[src/rtl/fpu_exec_ctrl_if.sv]
// Bundles the decode-issue, FPU-operand, hazard and writeback signals of the FPU execute sequencer.
// The master side drives the issue and result inputs; the slave side is the sequencer.
interface fpu_exec_ctrl_if #(
  parameter int unsigned DW    = 32,
  parameter int unsigned LAT_W = 4
);
  logic             issue_valid;
  logic [4:0]       issue_cont;
  logic [LAT_W-1:0] issue_lat;
  logic [DW-1:0]    issue_x1;
  logic [DW-1:0]    issue_x2;
  logic [4:0]       issue_rd;
  logic             issue_rd_f;
  logic             flush;
  logic [DW-1:0]    fpu_x1;
  logic [DW-1:0]    fpu_x2;
  logic [4:0]       fpu_cont;
  logic [DW-1:0]    fpu_y;
  logic             stall_req;
  logic             busy;
  logic [4:0]       pend_rd;
  logic             pend_rd_f;
  logic             wb_valid;
  logic [DW-1:0]    wb_data;
  logic [4:0]       wb_rd;
  logic             wb_rd_f;

  modport master (
    output issue_valid, issue_cont, issue_lat, issue_x1, issue_x2, issue_rd, issue_rd_f,
    output flush, fpu_y,
    input  fpu_x1, fpu_x2, fpu_cont, stall_req, busy, pend_rd, pend_rd_f,
    input  wb_valid, wb_data, wb_rd, wb_rd_f
  );

  modport slave (
    input  issue_valid, issue_cont, issue_lat, issue_x1, issue_x2, issue_rd, issue_rd_f,
    input  flush, fpu_y,
    output fpu_x1, fpu_x2, fpu_cont, stall_req, busy, pend_rd, pend_rd_f,
    output wb_valid, wb_data, wb_rd, wb_rd_f
  );
endinterface

[src/rtl/fpu_exec_ctrl.sv]
// Execute-stage sequencer for the multi-cycle FPU: holds operands for the op latency,
// stalls the pipeline meanwhile, and emits one writeback beat with the sampled result.
module fpu_exec_ctrl #(
  parameter int unsigned DW    = 32,
  parameter int unsigned LAT_W = 4
) (
  input logic           clk,
  input logic           rst,
  fpu_exec_ctrl_if.slave bus
);

  typedef enum logic {S_IDLE, S_WAIT} state_t;

  state_t           state_q;
  logic [LAT_W-1:0] cnt_q;
  logic [DW-1:0]    x1_q;
  logic [DW-1:0]    x2_q;
  logic [4:0]       cont_q;
  logic [4:0]       pend_rd_q;
  logic             pend_rd_f_q;
  logic             wb_valid_q;
  logic [DW-1:0]    wb_data_q;
  logic [4:0]       wb_rd_q;
  logic             wb_rd_f_q;
  logic             issue_fire;

  assign issue_fire = (state_q == S_IDLE) && bus.issue_valid && !bus.flush;

  // Issue cycle stalls combinationally; the WAIT state holds the stall until the sample edge.
  assign bus.stall_req = issue_fire || (state_q == S_WAIT);
  assign bus.busy      = (state_q == S_WAIT);
  assign bus.fpu_x1    = x1_q;
  assign bus.fpu_x2    = x2_q;
  assign bus.fpu_cont  = cont_q;
  assign bus.pend_rd   = pend_rd_q;
  assign bus.pend_rd_f = pend_rd_f_q;
  assign bus.wb_valid  = wb_valid_q;
  assign bus.wb_data   = wb_data_q;
  assign bus.wb_rd     = wb_rd_q;
  assign bus.wb_rd_f   = wb_rd_f_q;

  always_ff @(posedge clk or posedge rst) begin
    if (rst) begin
      state_q     <= S_IDLE;
      cnt_q       <= '0;
      x1_q        <= '0;
      x2_q        <= '0;
      cont_q      <= '0;
      pend_rd_q   <= '0;
      pend_rd_f_q <= 1'b0;
      wb_valid_q  <= 1'b0;
      wb_data_q   <= '0;
      wb_rd_q     <= '0;
      wb_rd_f_q   <= 1'b0;
    end else begin
      wb_valid_q <= 1'b0;
      if (state_q == S_IDLE) begin
        // Operand registers keep their last value while idle so the FPU inputs stay quiet.
        if (issue_fire) begin
          x1_q        <= bus.issue_x1;
          x2_q        <= bus.issue_x2;
          cont_q      <= bus.issue_cont;
          pend_rd_q   <= bus.issue_rd;
          pend_rd_f_q <= bus.issue_rd_f;
          cnt_q       <= bus.issue_lat;
          state_q     <= S_WAIT;
        end
      end else begin
        // Flush wins over a counter expiring in the same cycle.
        if (bus.flush) begin
          cnt_q       <= '0;
          pend_rd_q   <= '0;
          pend_rd_f_q <= 1'b0;
          state_q     <= S_IDLE;
        end else if (cnt_q == '0) begin
          wb_valid_q  <= 1'b1;
          wb_data_q   <= bus.fpu_y;
          wb_rd_q     <= pend_rd_q;
          wb_rd_f_q   <= pend_rd_f_q;
          pend_rd_q   <= '0;
          pend_rd_f_q <= 1'b0;
          state_q     <= S_IDLE;
        end else begin
          cnt_q <= cnt_q - LAT_W'(1);
        end
      end
    end
  end

endmodule

[src/flat_wrapper.sv]
// flat-port wrapper written by rule: the top's interface ports become plain ports
module fpu_exec_ctrl_flat 
#(
  parameter int unsigned DW    = 32,
  parameter int unsigned LAT_W = 4
)
  (clk, rst, bus_issue_valid, bus_issue_cont, bus_issue_lat, bus_issue_x1, bus_issue_x2, bus_issue_rd, bus_issue_rd_f, bus_flush, bus_fpu_y, bus_fpu_x1, bus_fpu_x2, bus_fpu_cont, bus_stall_req, bus_busy, bus_pend_rd, bus_pend_rd_f, bus_wb_valid, bus_wb_data, bus_wb_rd, bus_wb_rd_f);
  fpu_exec_ctrl_if #(.DW(DW), .LAT_W(LAT_W)) bus_i ();
  input logic clk;
  input logic rst;
  input wire logic [$bits(bus_i.issue_valid)-1:0] bus_issue_valid;
  input wire logic [$bits(bus_i.issue_cont)-1:0] bus_issue_cont;
  input wire logic [$bits(bus_i.issue_lat)-1:0] bus_issue_lat;
  input wire logic [$bits(bus_i.issue_x1)-1:0] bus_issue_x1;
  input wire logic [$bits(bus_i.issue_x2)-1:0] bus_issue_x2;
  input wire logic [$bits(bus_i.issue_rd)-1:0] bus_issue_rd;
  input wire logic [$bits(bus_i.issue_rd_f)-1:0] bus_issue_rd_f;
  input wire logic [$bits(bus_i.flush)-1:0] bus_flush;
  input wire logic [$bits(bus_i.fpu_y)-1:0] bus_fpu_y;
  output wire logic [$bits(bus_i.fpu_x1)-1:0] bus_fpu_x1;
  output wire logic [$bits(bus_i.fpu_x2)-1:0] bus_fpu_x2;
  output wire logic [$bits(bus_i.fpu_cont)-1:0] bus_fpu_cont;
  output wire logic [$bits(bus_i.stall_req)-1:0] bus_stall_req;
  output wire logic [$bits(bus_i.busy)-1:0] bus_busy;
  output wire logic [$bits(bus_i.pend_rd)-1:0] bus_pend_rd;
  output wire logic [$bits(bus_i.pend_rd_f)-1:0] bus_pend_rd_f;
  output wire logic [$bits(bus_i.wb_valid)-1:0] bus_wb_valid;
  output wire logic [$bits(bus_i.wb_data)-1:0] bus_wb_data;
  output wire logic [$bits(bus_i.wb_rd)-1:0] bus_wb_rd;
  output wire logic [$bits(bus_i.wb_rd_f)-1:0] bus_wb_rd_f;
  assign bus_i.issue_valid = bus_issue_valid;
  assign bus_i.issue_cont = bus_issue_cont;
  assign bus_i.issue_lat = bus_issue_lat;
  assign bus_i.issue_x1 = bus_issue_x1;
  assign bus_i.issue_x2 = bus_issue_x2;
  assign bus_i.issue_rd = bus_issue_rd;
  assign bus_i.issue_rd_f = bus_issue_rd_f;
  assign bus_i.flush = bus_flush;
  assign bus_i.fpu_y = bus_fpu_y;
  assign bus_fpu_x1 = bus_i.fpu_x1;
  assign bus_fpu_x2 = bus_i.fpu_x2;
  assign bus_fpu_cont = bus_i.fpu_cont;
  assign bus_stall_req = bus_i.stall_req;
  assign bus_busy = bus_i.busy;
  assign bus_pend_rd = bus_i.pend_rd;
  assign bus_pend_rd_f = bus_i.pend_rd_f;
  assign bus_wb_valid = bus_i.wb_valid;
  assign bus_wb_data = bus_i.wb_data;
  assign bus_wb_rd = bus_i.wb_rd;
  assign bus_wb_rd_f = bus_i.wb_rd_f;
  fpu_exec_ctrl #(.DW(DW), .LAT_W(LAT_W)) u_core (.clk(clk), .rst(rst), .bus(bus_i));
endmodule
[config.mk]
export PLATFORM = sky130hd
export DESIGN_NAME = fpu_exec_ctrl_flat
export DESIGN_NICKNAME = d
export VERILOG_FILES = /design/src/rtl/fpu_exec_ctrl_if.sv /design/src/rtl/fpu_exec_ctrl.sv /design/src/flat_wrapper.sv
export SDC_FILE = /design/constraint.sdc
export NUM_CORES = 1
export LEC_CHECK = 0
export ABC_AREA = 1
export CAP_MARGIN = 5
export CORE_MARGIN = 2
export CORE_UTILIZATION = 53
export DETAILED_ROUTE_END_ITERATION = 10
export DONT_BUFFER_PORTS = 1
export GPL_TIMING_DRIVEN = 0
export PLACE_DENSITY_LB_ADDON = 0.2
export SETUP_SLACK_MARGIN = 0.02
export SYNTH_ARGS = -nofsm -noshare
export SYNTH_HDL_FRONTEND = slang
export SYNTH_SLANG_ARGS = --single-unit
[constraint.sdc]
create_clock -name clk -period 5.2 [get_ports clk]
set_clock_uncertainty 0.2 [all_clocks]
set_input_delay 0.52 -clock clk [delete_from_list [all_inputs] [get_ports clk]]
set_output_delay 0.52 -clock clk [all_outputs]
set_load 0.02 [all_outputs]
; Word level (Yosys, flattened, before mapping)
; Index checks and enable logic that the tools add are counted.
[op_classes]
n_bitwise = 2
n_reduce_logical = 10
add_sub_neg = 1
muxes = 19
n_eq_ne = 2
[op_table]
columns = operator, n
row1 = 5-bit 2-to-1 mux, 4
row2 = 4-bit 2-to-1 mux, 4
row3 = 1-bit 2-to-1 mux, 11
row4 = "3-bit != test, second input constant", 2
row5 = 2-bit AND reduction, 3
row6 = 4-bit logical NOT, 1
row7 = "4-bit by 1-bit subtractor with 4-bit output, second input constant", 1
row8 = 3-bit AND reduction, 1
row9 = 1-bit logical AND, 2
row10 = 1-bit inverter, 2
row11 = 2-bit nonzero test, 1
row12 = 1-bit logical NOT, 1
row13 = 1-bit logical OR, 1
[totals]
output_inout_bits = 116
regBits = 119
inputBits = 115
word_cells = 45

; Longest topological paths before layout
; Gate-level depths: netlist of the first run.
[depth]
depth_word = 5
mapped_depth = 8
depth_no_buf = 7

; Worst setup path after synthesis of the first run
; Ideal clock, no wire load.
[synth_timing]
kind = input to output
from = in bus_issue_valid
to = out bus_stall_req
n_path_buf = 0
stages = 2
required_time_ps = 4480
path_slack_ps = 3442
t_arrival_ps = 1038
path_cell_list = inv_1 o21ai_1
[synth_between]
elab_chain_cells = 3
[synth_rtl]
columns = item, line
row1 = start: declaration, flat_wrapper.sv:11  ; input wire logic [$bits(bus_i.issue_valid)-1:0] bus_issue_valid;
row2 = 1-bit logical AND (2 in a row), fpu_exec_ctrl.sv:27  ; assign issue_fire = (state_q == S_IDLE) && bus.issue_valid && !bus.flush;
row3 = 1-bit logical OR, fpu_exec_ctrl.sv:30  ; assign bus.stall_req = issue_fire || (state_q == S_WAIT);
row4 = end: declaration, flat_wrapper.sv:23  ; output wire logic [$bits(bus_i.stall_req)-1:0] bus_stall_req;
; Every way passes these cells.

; Worst setup path in the final report of the first run
[layout_timing]
from = reg u_core.state_q (netlist: u_core.bus.busy)
to = out bus_stall_req
[layout_between]
elab_chain_cells = 4
[layout_rtl]
columns = item, line
row1 = start: declaration, fpu_exec_ctrl.sv:14  ; state_t state_q;
row2 = start signal: assignment, fpu_exec_ctrl.sv:44  ; state_q <= S_IDLE;
row3 = start signal: assignment, fpu_exec_ctrl.sv:66  ; state_q <= S_WAIT;
row4 = start signal: assignment, fpu_exec_ctrl.sv:74  ; state_q <= S_IDLE;
row5 = 1-bit inverter, n/a
row6 = 1-bit logical AND (2 in a row), fpu_exec_ctrl.sv:27
row7 = 1-bit logical OR *, fpu_exec_ctrl.sv:30
; Mark *: on every way between the ends. The rest lies on a longest branch, timed or not.

==> reports/metrics.csv, run 1 <==
stage,metric,value,unit
outcome,outcome,"complete, no violations",
synthesis,"Distinct cells, synth",19,
cells_and_area,utilization of the core after routing,77.8,%
clock_tree,"Reg clk slew, reported paths",50,ps
routing,post-route DRC violation count,0,
floorplan,Vert. Die Dim,97.1,um
routing,via count,4028,
placed_design,port bufs,0,
timing,worst slew pin tran,739,ps
clock_tree,clock root cell,clkbuf_8,
routing,DRT Wirelength,13600,um
synthesis,"Net Count, Synth",642,
critical_path,data required time of the worst path,4480,ps
routing,post-route ant nets,0,
timing,Max Slew Vio Count,0,
synthesis,synthesized cell area,4590,sq um
routing,drt via density,5.22,
synthesis,main flop type after synthesis,dfrtp_1,
synthesis,Post-Synth XOR/XNOR Area,0,%
cells_and_area,Layout area overhead,40.6,%
critical_path,CP arrival,1570,ps
timing,# setup viols final,0,
critical_path,Crit. End Element,primary output,
synthesis,Cells after Synth,525,
floorplan,Ports,231,
floorplan,Rows,33,
synthesis,count of flip-flops with a built-in enable after synthesis,0,
synthesis,post-synth top area cell,dfrtp_1,
placed_design,DP HPWL,8090,um
synthesis,"count leader, synth",nand2_1,
global_routing,global-route usage over all layers,29.5,%
synthesis,most instantiated cells after synthesis,"nand2_1 (353), dfrtp_1 (119), clkbuf_1 (12)",
floorplan,Core ar.,8300,sq um
critical_path,CP Class,reg -> out,
cells_and_area,Final nets,770,
synthesis,simple-gate share of the synthesized area,30.5,%
timing,Tmin final,2290,ps
cells_and_area,# diodes,0,
critical_path,critical path's largest stage delay,510,ps
synthesis,dominant cells by area after synthesis,"dfrtp_1 (65%), nand2_1 (29%), buf_4 (0.98%)",
timing,slew margin rel.,50.4,%
synthesis,Yosys reg bits,119,
cells_and_area,layout cell share with drive strength beyond 1,7.36,%
synthesis,Yosys top cell area share,64.9,%
clock_tree,CTS tree,yes,
routing,DR iter-0 viols,176,
critical_path,worst path cell trace,inv_2 -> o21ai_1,
synthesis,Synthesis Warnings,0,
floorplan,Initial Util,55.3,%
global_routing,vias in the first global route,4385,
clock_tree,Num CTS Buffers,17,
global_routing,grt total ovfl,0,
run,Max Cap Viol,0,
clock_tree,clk_lat worst skew,490,ps
global_routing,initial antenna violation count,0,
routing,WL/cell,17.6,um
timing,unrepaired setup endpoints after global routing,no,
global_routing,largest net degree at the start of global routing,77,
synthesis,largest family of logic cells by synthesized area,simple AND/OR/NAND/NOR gates,
synthesis,post-synthesis sequential area ratio,64.9,%
power,VDD IR max,0.270,mV
power,leakage dissipation,3.39,nW
critical_path,Slowest cell on crit path,dfrtp_1,
clock_tree,# Post-CTS Setup Buffers,0,
clock_tree,clk sinks,119,
floorplan,Die W,97.1,um
worst_hold_path,Hold Path Class,in -> reg,
global_routing,first-pass GRT wire length,21800,um
synthesis,Post-Synth Adder-Cell Area,0.545,%
routing,DR pass1 iterations,5,
timing,maximum clock frequency,437,MHz
timing,Fin. Hold Viols,0,
clock_tree,CTS max path bufs,2,
critical_path,Worst Path Max Fanout,7,
placed_design,routability cong.,0.800,
clock_tree,H-tree depth,4,
timing,final setup TNS,0,ps
synthesis,share of flip-flops with an asynchronous set or reset,100,%
timing,Final Cycle Share,44.0,%
power,pwr/cell area,535,nW/um^2
critical_path,critical path launch point type,flip-flop,
synthesis,mux cell area share after synthesis,0,%
floorplan,die area,9420,sq um
synthesis,Synth Area per Inst,8.75,sq um
synthesis,Compound-Gate Fraction of Synth Area,0.926,%
## placed cells by master, fill, tap and decap left out
cell / Yosys / routed
nor3_1: 1 / 1
a22oi_1: 1 / 1
a21oi_1: 3 / 3
nor2_4: 1 / 1
clkinvlp_4: 0 / 5
buf_4: 6 / 6
nand3_2: 1 / 1
clkinv_2: 0 / 1
o21ai_1: 1 / 1
inv_2: 3 / 3
nor3_2: 1 / 1
dlygate4sd3_1: 0 / 108
dfrtp_1: 119 / 119
nand2_1: 353 / 353
clkbuf_8: 0 / 3
buf_6: 1 / 1
buf_16: 0 / 1
clkbuf_1: 12 / 14
buf_2: 4 / 4
inv_6: 0 / 2
bufinv_16: 0 / 4
nor2_1: 6 / 6
o21ai_0: 3 / 3
inv_1: 4 / 3
clkbuf_16: 0 / 16
ha_1: 2 / 2
nand3_1: 3 / 3
## final timing paths
path	start	to	slack, ps	cells after the start
max	u_core.bus.busy	bus_stall_req	2910	2
max in group asynchronous	rst	u_core.bus.fpu_x1[18]	3760	3
max reg2reg	u_core.bus.busy	u_core.bus.pend_rd[4]	3310	5
min in group asynchronous	rst	u_core.bus.wb_data[21]	350	2
min reg2reg	u_core.cnt_q[0]	u_core.cnt_q[0]	290	2
min	bus_flush	u_core.bus.busy	40	3
## stage by stage
stage               std cells  hold WS [ps]  total power (W)  instance area [sq um]  worst slack, ps
floorplan                 525           253          0.00200                   4590             1320
global placement          630           277          0.00212                   4720              265
detailed placement        631           216          0.00215                   4760             3220
CTS                       771          15.5          0.00344                   6460             2880
global route              771          46.8          0.00361                   6460             2860
finish                    771          37.8          0.00345                   6460             2910
## state kept, by name, indices dropped and copies added (netlist names)
name,cells
u_core.bus.wb_valid,1
u_core.bus.wb_rd,5
u_core.bus.pend_rd_f,1
u_core.bus.fpu_x2,32
u_core.bus.fpu_cont,5
u_core.bus.pend_rd,5
u_core.cnt_q,4
u_core.bus.fpu_x1,32
u_core.bus.wb_rd_f,1
u_core.bus.busy,1
u_core.bus.wb_data,32
## logic make-up after synthesis
family | count (synthesis)
adders and majority gates | 2
AOI/OAI and AO/OA | 8
and+or+nand+nor | 366
DFF | 119
buffers and inverters | 30
## timing repair
item,CTS,global route
resized for setup,0,0
setup endpoints to repair,0,0
hold endpoints to repair,150,0
hold buffers,108,0
## critical path: cells and delay by family (launching register included)
kind | cells | cell delay (ps)
flip-flops | 1 | 510
AO/OA/AOI/OAI | 1 | 430
buffers and inverters | 1 | 140
## area by class of cell
cell class,count,area (sq um)
well taps,105,131
clock buffers,21,449
multi-input cells,376,1470
clock inverters,11,171
fillers,495,1840
inverters,7,31.3
plain buffers,23,121
repair buffers,109,1110
flip-flops and latches,119,2980
## power by group
group	internal (W)	switching, W	total, W
combinational	0.000198	0.000272	0.000470
clock	0.000804	0.000411	0.00122
sequential	0.00120	0.000564	0.00177
## routing by layer
layer	share of wire, %	track usage, %	vias to the layer above	routed length [um]
li1	-	-	1842	-
met1	36	31.4	1928	4910
met2	52	50.8	226	7010
met3	9.5	11.9	32	1290
met4	2.9	14.4	0	394
met5	0	0	-	0
Note: power is estimated with default switching activity, not from simulation.
==> run 2: changes to the inputs <==
--- a/config.mk
+++ b/config.mk
@@ -5,7 +5,7 @@
 export SDC_FILE = /design/constraint.sdc
 export NUM_CORES = 1
 export LEC_CHECK = 0
-export ABC_AREA = 1
+export ABC_AREA = 0
 export CAP_MARGIN = 5
 export CORE_MARGIN = 2
 export CORE_UTILIZATION = 53
==> constraint.sdc (replaced) <==
create_clock -name clk -period 2.2 [get_ports clk]
set_clock_uncertainty 0.2 [all_clocks]
set_input_delay 0.22 -clock clk [delete_from_list [all_inputs] [get_ports clk]]
set_output_delay 0.22 -clock clk [all_outputs]
set_load 0.02 [all_outputs]
==> reports/metrics.csv, run 2 <==
stage,metric,value,unit,change
outcome,outcome,stopped before the end,,
outcome,Last stage,clock tree synthesis (4_1_cts),,
outcome,First Err,[ERROR RSZ-0060] Max buffer count reached.,,
synthesis,"count leader, synth",dfrtp_1,,
synthesis,dominant cells by area after synthesis,"dfrtp_1 (64%), mux2_2 (24%), mux2_4 (2.9%)",,
synthesis,Synthesis Warnings,0,,unchanged
clock_tree,H-tree depth,4,,unchanged
clock_tree,CTS max path bufs,2,,unchanged
synthesis,post-synthesis sequential area ratio,64.2,%,-0.63 points
synthesis,"Distinct cells, synth",30,,+11
clock_tree,# Post-CTS Setup Buffers,0,,unchanged
synthesis,post-synth top area cell,dfrtp_1,,
synthesis,"Net Count, Synth",401,,-38%
synthesis,Synth Area per Inst,16.3,sq um,+87%
synthesis,Yosys reg bits,119,,unchanged
floorplan,Rows,34,,+3.0%
synthesis,Yosys top cell area share,64.2,%,-0.63 points
floorplan,Ports,231,,unchanged
synthesis,share of flip-flops with an asynchronous set or reset,100,%,unchanged
placed_design,routability cong.,0.738,,-7.8%
clock_tree,CTS Hold Bufs,101,,-6.5%
placed_design,port bufs,0,,unchanged
synthesis,synthesized cell area,4640,sq um,+0.98%
floorplan,Vert. Die Dim,97.5,um,+0.47%
synthesis,main flop type after synthesis,dfrtp_1,,
clock_tree,clk sinks,119,,unchanged
clock_tree,clock root cell,clkbuf_8,,
synthesis,most instantiated cells after synthesis,"dfrtp_1 (119), mux2_2 (98), mux2_4 (9)",,
clock_tree,post-cts sizing count,0,,unchanged
synthesis,count of flip-flops with a built-in enable after synthesis,0,,unchanged
placed_design,"Cell Area, Placed",4820,sq um,+1.3%
placed_design,DP HPWL,6650,um,-18%
clock_tree,Num CTS Buffers,17,,unchanged
floorplan,Die W,97.5,um,+0.47%
floorplan,Initial Util,54.0,%,-1.4 points
synthesis,Cells after Synth,284,,-46%
-- run 2: changes by cell type after synthesis, moves of 5 or more --
| cell | change |
|---|---|
| mux2_4 | +9 |
| nand2_1 | -352 |
| mux2_2 | +98 |
| a22o_1 | +6 |
| buf_6 | +6 |
| buf_4 | -5 |
| clkbuf_1 | -11 |
-- run 2: logic make-up after synthesis --
| family | Yosys count | share of synthesized area (%) |
|---|---|---|
| mux | 108 | 26.9 |
| fa+ha+maj | 2 | 0.540 |
| flops | 119 | 64.2 |
| xor+xnor | 2 | 0.378 |
| compound gates | 15 | 2.46 |
| buf+inv | 18 | 2.78 |
| simple gates | 20 | 2.70 |
-- run 2: stage by stage --
stage,hold slack (ps),worst slack (ps),std cells
after floorplan,86.8,321,284
after detailed placement,95.1,139,394
after global placement,90.1,-197,392
==> run 3: changes to the inputs <==
--- a/config.mk
+++ b/config.mk
@@ -8,12 +8,11 @@
 export ABC_AREA = 0
 export CAP_MARGIN = 5
 export CORE_MARGIN = 2
-export CORE_UTILIZATION = 53
+export CORE_UTILIZATION = 38
 export DETAILED_ROUTE_END_ITERATION = 10
 export DONT_BUFFER_PORTS = 1
 export GPL_TIMING_DRIVEN = 0
-export PLACE_DENSITY_LB_ADDON = 0.2
-export SETUP_SLACK_MARGIN = 0.02
+export PLACE_DENSITY_LB_ADDON = 0.15
 export SYNTH_ARGS = -nofsm -noshare
 export SYNTH_HDL_FRONTEND = slang
 export SYNTH_SLANG_ARGS = --single-unit
==> reports/metrics.csv, run 3 <==
stage,metric,value,unit,change
synthesis,Synth Area per Inst,16.3,sq um,unchanged
floorplan,Initial Util,38.8,%,-15 points
synthesis,Cells after Synth,284,,unchanged
synthesis,"count leader, synth",dfrtp_1,,
synthesis,most instantiated cells after synthesis,"dfrtp_1 (119), mux2_2 (98), mux2_4 (9)",,
clock_tree,clock root cell,clkbuf_16,,
synthesis,Yosys reg bits,119,,unchanged
synthesis,"Distinct cells, synth",30,,unchanged
clock_tree,post-cts sizing count,0,,unchanged
clock_tree,H-tree depth,4,,unchanged
synthesis,Yosys top cell area share,64.2,%,unchanged
synthesis,post-synth top area cell,dfrtp_1,,
floorplan,Rows,40,,+18%
synthesis,dominant cells by area after synthesis,"dfrtp_1 (64%), mux2_2 (24%), mux2_4 (2.9%)",,
outcome,outcome,stopped before the end,,
placed_design,DP HPWL,6620,um,-0.43%
synthesis,Synthesis Warnings,0,,unchanged
placed_design,routability cong.,0.701,,-4.9%
clock_tree,clk sinks,119,,unchanged
clock_tree,CTS Hold Bufs,101,,unchanged
clock_tree,# Post-CTS Setup Buffers,0,,unchanged
synthesis,synthesized cell area,4640,sq um,unchanged
floorplan,Ports,231,,unchanged
clock_tree,CTS max path bufs,2,,unchanged
placed_design,"Cell Area, Placed",4860,sq um,+1.0%
outcome,First Err,[ERROR RSZ-0060] Max buffer count reached.,,
floorplan,Die W,114,um,+17%
synthesis,"Net Count, Synth",401,,unchanged
placed_design,port bufs,0,,unchanged
placed_design,post-place setup slack,109,ps,-30.3 ps
synthesis,post-synthesis sequential area ratio,64.2,%,unchanged
outcome,Last stage,clock tree synthesis (4_1_cts),,
floorplan,Vert. Die Dim,114,um,+17%
synthesis,count of flip-flops with a built-in enable after synthesis,0,,unchanged
clock_tree,Num CTS Buffers,17,,unchanged
synthesis,share of flip-flops with an asynchronous set or reset,100,%,unchanged
synthesis,main flop type after synthesis,dfrtp_1,,
[run 3: metrics by stage]
step / cells / TNS, ps / hold WS [ps]
after global placement: 431 / -30420 / 91.5
after detailed placement: 433 / 0 / 92.9
after floorplan: 284 / 0 / 86.8
[run 3: kinds of logic after synthesis]
family / Yosys count / synth area share (%)
and+or+nand+nor: 20 / 2.70
muxes: 108 / 26.9
xor gates and xnor gates: 2 / 0.378
DFF: 119 / 64.2
AOI/OAI and AO/OA: 15 / 2.46
adders and majority gates: 2 / 0.540
buffers and inverters: 18 / 2.78
